## config.mk

```make
export PLATFORM = sky130hd
export DESIGN_NAME = demux3_buf
export DESIGN_NICKNAME = d
export VERILOG_FILES = /design/src/rtl/demux3_pkg.sv /design/src/rtl/demux3_buf_fifo2.sv /design/src/rtl/demux3_buf.sv
export SDC_FILE = /design/constraint.sdc
export NUM_CORES = 1
export LEC_CHECK = 0
export ABC_CLOCK_PERIOD_IN_PS = 2400
export BUFFER_PORTS_ARGS = -buffer_cell sky130_fd_sc_hd__buf_2
export CAP_MARGIN = 20
export CORE_UTILIZATION = 45
export CTS_BUF_LIST = sky130_fd_sc_hd__clkbuf_2 sky130_fd_sc_hd__clkbuf_4 sky130_fd_sc_hd__clkbuf_8
export DETAILED_ROUTE_END_ITERATION = 16
export PLACE_DENSITY = 0.77
export SYNTH_ARGS = -nofsm -noshare
export SYNTH_HDL_FRONTEND = slang
export SYNTH_SLANG_ARGS = --single-unit
```

## constraint.sdc

```tcl
create_clock -name clk -period 2.4 [get_ports clk]
set_clock_uncertainty 0.2 [all_clocks]
set_input_delay 0.12 -clock clk [delete_from_list [all_inputs] [get_ports clk]]
set_output_delay 0.12 -clock clk [all_outputs]
set_load 0.01 [all_outputs]
```

## src/rtl/demux3_pkg.sv

```systemverilog
// demux3_buf shared definitions: depth, port indices
// and the destination decode used by the top level.
package demux3_pkg;

  localparam int unsigned DEPTH = 2;
  localparam logic [1:0] DEPTH_C = 2'(DEPTH);

  typedef logic [1:0] port_t;

  localparam port_t PORT0 = 2'd0;
  localparam port_t PORT1 = 2'd1;
  localparam port_t PORT2 = 2'd2;

  function automatic port_t sel_to_port(
    input logic [1:0] sel
  );
    port_t p;
    p = PORT2;
    unique case (1'b1)
      (sel == 2'd0): p = PORT0;
      (sel == 2'd1): p = PORT1;
      default:       p = PORT2;
    endcase
    return p;
  endfunction

endpackage

```

## src/rtl/demux3_buf_fifo2.sv

```systemverilog
// fifo2: two-entry synchronous FIFO with
// registered head, count and wrap-mod-2 pointers.
module fifo2 #(
  parameter int WIDTH = 8
) (
  input  logic             clk,
  input  logic             rst_n,
  input  logic             i_push,
  input  logic [WIDTH-1:0] i_data,
  input  logic             i_pop,
  output logic [1:0]       o_count,
  output logic [WIDTH-1:0] o_head
);

  import demux3_pkg::*;

  logic [WIDTH-1:0] r_mem [0:1];
  logic             r_wptr;
  logic             r_rptr;
  logic [1:0]       r_cnt;

  logic w_push;
  logic w_pop;

  assign w_push = i_push && (r_cnt != DEPTH_C);
  assign w_pop  = i_pop && (r_cnt != 2'd0);

  // storage, pointers and count; reset clears all
  always_ff @(posedge clk) begin
    if (!rst_n) begin
      r_mem[0] <= '0;
      r_mem[1] <= '0;
      r_wptr   <= 1'b0;
      r_rptr   <= 1'b0;
      r_cnt    <= 2'd0;
    end else begin
      if (w_push) begin
        r_mem[r_wptr] <= i_data;
        r_wptr        <= ~r_wptr;
      end
      if (w_pop) begin
        r_rptr <= ~r_rptr;
      end
      unique case ({w_push, w_pop})
        2'b10:   r_cnt <= r_cnt + 2'd1;
        2'b01:   r_cnt <= r_cnt - 2'd1;
        default: r_cnt <= r_cnt;
      endcase
    end
  end

  assign o_count = r_cnt;

  // head word, forced to zero when empty
  always_comb begin
    o_head = '0;
    if (r_cnt != 2'd0) begin
      o_head = r_mem[r_rptr];
    end
  end

endmodule

```

## src/rtl/demux3_buf.sv

```systemverilog
// demux3_buf: routes one input stream to three
// independent 2-deep output FIFOs by in_sel.
module demux3_buf #(
  parameter int WIDTH = 8
) (
  input  logic             clk,
  input  logic             rst_n,
  input  logic             in_valid,
  input  logic [WIDTH-1:0] in_data,
  input  logic [1:0]       in_sel,
  output logic             in_ready,
  output logic [2:0]       out_valid,
  input  logic [2:0]       out_ready,
  output logic [WIDTH-1:0] out_data0,
  output logic [WIDTH-1:0] out_data1,
  output logic [WIDTH-1:0] out_data2,
  output logic [1:0]       occ0,
  output logic [1:0]       occ1,
  output logic [1:0]       occ2
);

  import demux3_pkg::*;

  port_t            w_tgt;
  logic [1:0]       w_tgt_occ;
  logic             w_acc;
  logic [2:0]       w_push;
  logic [2:0]       w_pop;
  logic [1:0]       w_occ  [0:2];
  logic [WIDTH-1:0] w_head [0:2];

  assign w_tgt = sel_to_port(in_sel);

  // occupancy of the addressed port
  always_comb begin
    w_tgt_occ = w_occ[2];
    unique case (1'b1)
      (w_tgt == PORT0): w_tgt_occ = w_occ[0];
      (w_tgt == PORT1): w_tgt_occ = w_occ[1];
      default:          w_tgt_occ = w_occ[2];
    endcase
  end

  assign in_ready = rst_n && (w_tgt_occ < DEPTH_C);
  assign w_acc    = in_valid && in_ready;

  // one-hot push to the addressed FIFO
  always_comb begin
    w_push = 3'b000;
    unique case (1'b1)
      (w_tgt == PORT0): w_push[0] = w_acc;
      (w_tgt == PORT1): w_push[1] = w_acc;
      default:          w_push[2] = w_acc;
    endcase
  end

  for (genvar k = 0; k < 3; k++) begin : g_port
    assign out_valid[k] = (w_occ[k] != 2'd0);
    assign w_pop[k]     = out_valid[k] && out_ready[k];

    fifo2 #(
      .WIDTH (WIDTH)
    ) u_fifo (
      .clk     (clk),
      .rst_n   (rst_n),
      .i_push  (w_push[k]),
      .i_data  (in_data),
      .i_pop   (w_pop[k]),
      .o_count (w_occ[k]),
      .o_head  (w_head[k])
    );
  end

  assign out_data0 = w_head[0];
  assign out_data1 = w_head[1];
  assign out_data2 = w_head[2];
  assign occ0      = w_occ[0];
  assign occ1      = w_occ[1];
  assign occ2      = w_occ[2];

endmodule

```

---- Word-level counts from Yosys, hierarchy flattened ----
Memories as Yosys holds them, arrays and structs flattened. A register that Yosys moved wholly into a read port is not among the register bits.
Cells that the tools add are included.
Widths: inputs -> output; s select.
operators by class
  add/subtract/negate cells ............... 6
  $lt $le $gt $ge ......................... 1
  equality and inequality tests ........... 11
  muxes and demuxes ....................... 36
  bitwise logic cells ..................... 6
  reduce and logical (&&, ||, !) cells .... 23
operator list
  kind                 number
  $mux 8               6
  $mux 1               25
  $reduce_or 8->1      3
  $pmux 2 s2           5
  $reduce_bool 2->1    6
  $logic_and 1x1->1    11
  $eq 2x1->1 const B   5
  $add 2x1->2 const B  3
  $eq 2x2->1 const B   3
  $ne 2x2->1 const B   3
  $not 1->1            6
  $sub 2x1->2 const B  3
  $logic_not 2->1      2
  $lt 2x2->1 const B   1
  $reduce_or 2->1      1
word-level totals
  bits in registers ....................... 12
  memory bits (writable) .................. 48
  word-level logic and storage cells ...... 95
  memories kept ........................... 3
memory list
  name                    depth  width  read ports  clocked after memory_dff  write ports  line                    source
  g_port[0].u_fifo.r_mem  2      8      1           1                         2            demux3_buf_fifo2.sv:17  logic [WIDTH-1:0] r_mem [0:1];
  g_port[1].u_fifo.r_mem  2      8      1           1                         2            demux3_buf_fifo2.sv:17
  g_port[2].u_fifo.r_mem  2      8      1           1                         2            demux3_buf_fifo2.sv:17

---- Logic depth before layout (Yosys ltp) ----
  depth after elaboration ................. 14
  depth in mapped cells ................... 7
  gate-level depth less buffers ........... 6

---- By module ----
A second synthesis with hierarchy kept.
second synthesis, totals
  cells, all modules ...................... 266
  area, all modules ....................... 2,905.3 sq um
by module, submodules not included
  module      instances  cells each  area each (sq um)  sequential area each (sq um)
  fifo2       3          84          934.6              580.6
  demux3_buf  1          14          101.3              0.0

---- Worst setup path before layout ----
No wires, ideal clock.
  path kind ............................... register to register
  start point ............................. reg g_port[1].u_fifo.r_cnt[1]
  end point ............................... reg g_port[1].u_fifo.r_cnt[1]
  data arrival time ....................... 1.550 ns
  required time ........................... 2.124 ns
  setup slack ............................. 0.574 ns
  stages on the path, launching flop included .. 6
  path buffers ............................ 0
  path through ............................ dfxtp_1 > nor3b_4 > nand3_1 > ha_1 > or3_1 > a21boi_0
between the ends
  word-level cells in the longest chain between the ends .. 8
ends and longest elaborated chain
  item                                                    line                    source
  from (decl)                                             demux3_buf_fifo2.sv:20  logic [1:0] r_cnt;
  from (signal assigned)                                  demux3_buf_fifo2.sv:45  2'b10: r_cnt <= r_cnt + 2'd1;
  from (signal assigned)                                  demux3_buf_fifo2.sv:46  2'b01: r_cnt <= r_cnt - 2'd1;
  from (signal assigned)                                  demux3_buf_fifo2.sv:47  default: r_cnt <= r_cnt;
  $pmux 2 s2                                              demux3_buf.sv:37        unique case (1'b1)
  $lt 2x2->1                                              demux3_buf.sv:44        assign in_ready = rst_n && (w_tgt_occ < DEPTH_C);
  $logic_and 1x1->1                                       demux3_buf.sv:44
  $logic_and 1x1->1                                       demux3_buf.sv:45        assign w_acc = in_valid && in_ready;
  $mux 1                                                  demux3_buf.sv:50        unique case (1'b1)
  $logic_and 1x1->1                                       demux3_buf_fifo2.sv:25  assign w_push = i_push && (r_cnt != DEPTH_C);
  $eq 2x1->1 / $eq 2x2->1 (equally long branches)         demux3_buf_fifo2.sv:44  unique case ({w_push, w_pop})
  $pmux 2 s2 / $reduce_bool 2->1 (equally long branches)  n/a
Several ways; a longest one is shown, not always the timed one.
A chain may end at the register's enable or synchronous reset.

==> run_results.csv <==
group,metric,value,unit
sta,holdWs,0.06230,ns
power_and_ir_drop,p_clk_share,33.7,%
finish,drive_above_1_share,22.43,%
power_and_ir_drop,pwr-share-comb,15.1,%
floorplanning,dieArea,6753,sq um
worst_setup_path,r2r-end,"g_port[0].u_fifo.r_mem[0][2]",
outcome,status,"complete, no violations",
routing,via_count,1966,
finish,regArea,1742,sq um
floorplanning,fp-row-count,28,
min_path,hold_path_end,"g_port[0].u_fifo.r_wptr",
power_and_ir_drop,switching_share,25.60,%
place,numPortBuffers,49,
finish,final_cell_mix,"nor2_1, buf_2, edfxtp_1, and2_1, mux2i_1",
worst_setup_path,cp.arrival,1.93,ns
sta,fin_ws,0.2652,ns
yosys,synthCells,251,
worst_setup_path,worstSetupStartpointType,"input pin",
finish,num_antenna_cells,0,
clock_tree,cts_tree,"built",
sta,setup_viol,0,
sta,fin_crit_sh,88.95,%
global_routing,grt_max_degree,18,
clock_tree,postCtsHoldBufs,9,
worst_setup_path,critical_path_class,"in2reg",
worst_setup_path,r2r-start,"g_port[0].u_fifo.o_count[1]",
routing,drt_wl_total,5640,um
global_routing,antenna_found_initial,0,
finish,layout_commonest_cell,"nor2_1",
power_and_ir_drop,seq_power_share,51.2,%
power_and_ir_drop,p_leak,1.416,nW
sta,finalSetupTns,0,ns
power_and_ir_drop,total_power,2.551,mW
min_path,hold_depth,4,
routing,routedWlPerCell,14.24,um
yosys,synth_warnings,0,
clock_tree,cts.repair.resized,0,
place,place_hpwl,4110,um
worst_setup_path,r2r.worst_path.cells,3,
global_routing,grt_pass1_wl,8783,um
worst_setup_path,end_kind,"flip-flop",
worst_setup_path,crit_required,2.20,ns
clock_tree,cts.clk_slew.worst_paths,0.07,ns
floorplanning,die_y,82.18,um
floorplanning,start_util,47.73,%
sta,worst_pin_slew,0.7232,ns
finish,area_delta_synth_final,20.98,%
finish,nets,335,
global_routing,grt_pass1_vias,1855,
finish,multi_input_area,1090,sq um
floorplanning,core,6061,sq um
place,place_ws,0.4171,ns
yosys,synth-seq-cells,63,
power_and_ir_drop,intPower,1.898,mW
worst_setup_path,critPathMaxFanout,17,
routing,first_pass_iters,4,
clock_tree,cts-root-buf,"clkbuf_8",
finish,fin_util,57.74,%
clock_tree,numClockSinks,63,
worst_setup_path,path_cells,"dlygate4sd3_1 > buf_2 > nand2_1 > nor3b_4 > nand2b_1",
flow_run,cap_violations,0,
routing,viasPerCell,4.965,
clock_tree,htree_levels,3,
floorplanning,pin_count,50,
global_routing,overflow,0,
place,gp_congestion,0.7493,
sta,hold_viol_final,0,
worst_setup_path,rrSetupSlack,0.39,ns
yosys,synth_seq_area_share,60.21,%
clock_tree,numCtsBuffers,9,
sta,fmax,0.4684,GHz
clock_tree,clockBufferDepth,2,
sta,slew-limit-headroom,51.61,%
routing,antenna_left,0,
routing,drt_iter0_markers,81,
min_path,min_path_type,"in2reg",
global_routing,track_usage,18.56,%
finish,n_fill_cell,545,
yosys,synth.cell_area,2893,sq um
floorplanning,dieWidth,82.18,um
min_path,hp-start,"in_sel[0]",
clock_tree,post_cts_buffers,0,
sta,rsz0062_at_grt,"no",
clock_tree,insertion_delay,0.34,ns
yosys,synth_cell_type_count,27,
worst_setup_path,slowest_delay,0.52,ns
yosys,synth.avg_cell_area,11.52,sq um
sta,slew_viol_final,0,
routing,drc,0,
sta,min_period,2.135,ns
power_and_ir_drop,ir_worst_vdd,0.4524,mV
yosys,syn-num-nets,270,
power_and_ir_drop,powerDensity,728.9,nW/um^2
worst_setup_path,slowest_stage,"dlygate4sd3_1",
power_and_ir_drop,p_switching,652.9,uW
-- worst max-delay path, delay by kind of cell --
family        cells  cell delay [ns]
simple gates      3             1.01
buf+inv           2             0.80
-- registers in the layout (all words and copies together), names as in the netlist, named ones only --
signal,cells
g_port.u_fifo.r_mem,48
g_port.u_fifo.o_count,6
g_port.u_fifo.r_rptr,3
g_port.u_fifo.r_wptr,3
-- cell type report --
cell class | count | share of cell area, %
Sequential cell | 63 | 49.77
Clock buffer | 10 | 3.754
Multi-Input combinational cell | 173 | 31.14
Clock inverter | 6 | 1.466
Tap cell | 75 | 2.681
Inverter | 7 | 0.7508
Timing Repair Buffer | 62 | 10.44
-- how the worst max path moves through the flow --
| stage | cells after the start | startpoint | slack, ns | to |
|---|---|---|---|---|
| 4_1_cts | 5 | rst_n | 0.25 | g_port[1].u_fifo.r_mem[0][0] |
| 5_1_grt | 5 | rst_n | 0.08 | g_port[0].u_fifo.r_mem[0][6] |
| 2_1_floorplan | 5 | g_port[1].u_fifo.o_count[1] | 0.57 | g_port[1].u_fifo.o_count[1] |
| 6_report | 5 | rst_n | 0.27 | g_port[0].u_fifo.r_mem[0][2] |
| 3_3_place_gp | 3 | g_port[0].u_fifo.o_count[1] | 0.51 | g_port[0].u_fifo.r_mem[0][4] |
| 3_5_place_dp | 4 | rst_n | 0.42 | g_port[1].u_fifo.r_mem[0][4] |
-- power by group through the flow --
stage	Clock (mW)	Combinational [mW]	Sequential, mW
2_1_floorplan	0	0.265	1.30
3_3_place_gp	0	0.366	1.33
3_5_place_dp	0	0.375	1.33
4_1_cts	0.875	0.389	1.31
5_1_grt	0.918	0.427	1.31
6_report	0.860	0.384	1.31
-- cells in the mapped netlist --
master     n  area, sq um
mux2i_1   24        240.2
o21ai_0    8        40.04
a21oi_1    2        10.01
nand3_1    8        40.04
nor2_1    51        191.4
nand3b_1   1        7.510
nand2_1   13        48.80
nor2b_1    1        6.260
buf_2      4        20.02
inv_1      7        26.28
xnor2_1   10        87.58
and2_1    34        212.7
nor3_2     1        10.01
o21a_1     1        7.510
nand2b_1   2        12.51
dfxtp_1   15        300.3
and2b_1    1        7.510
edfxtp_1  48         1441
a211oi_1   1        7.510
clkbuf_1   4        15.01
or3_1      3        18.77
nor3b_4    3        56.30
nor3b_2    1        12.51
or2_1      1        6.260
a21boi_0   3        22.52
or2_2      1        6.260
ha_1       3        37.54
-- metrics by stage --
stage | area (sq um) | std cells
4_1_cts | 3500 | 396
3_3_place_gp | 3227 | 371
6_report | 3500 | 396
2_1_floorplan | 2893 | 251
3_5_place_dp | 3227 | 371
5_1_grt | 3500 | 396
-- metal layers --
metal	up-vias	track usage, %	part of all wire, %
met4	0	9.474	1.2
li1	986	-	-
met1	911	23.25	47
met2	62	30.66	47
met5	-	0	0
met3	7	3.407	5.4
-- cell families after synthesis --
kind of cell	after synthesis	share of synthesized area [%]
xor+xnor	10	3.028
flops	63	60.21
compound gates	15	3.028
simple gates	121	22.02
fa+ha+maj	3	1.298
buf+inv	15	2.119
mux	24	8.304
Power figures use the tool's default switching activity.
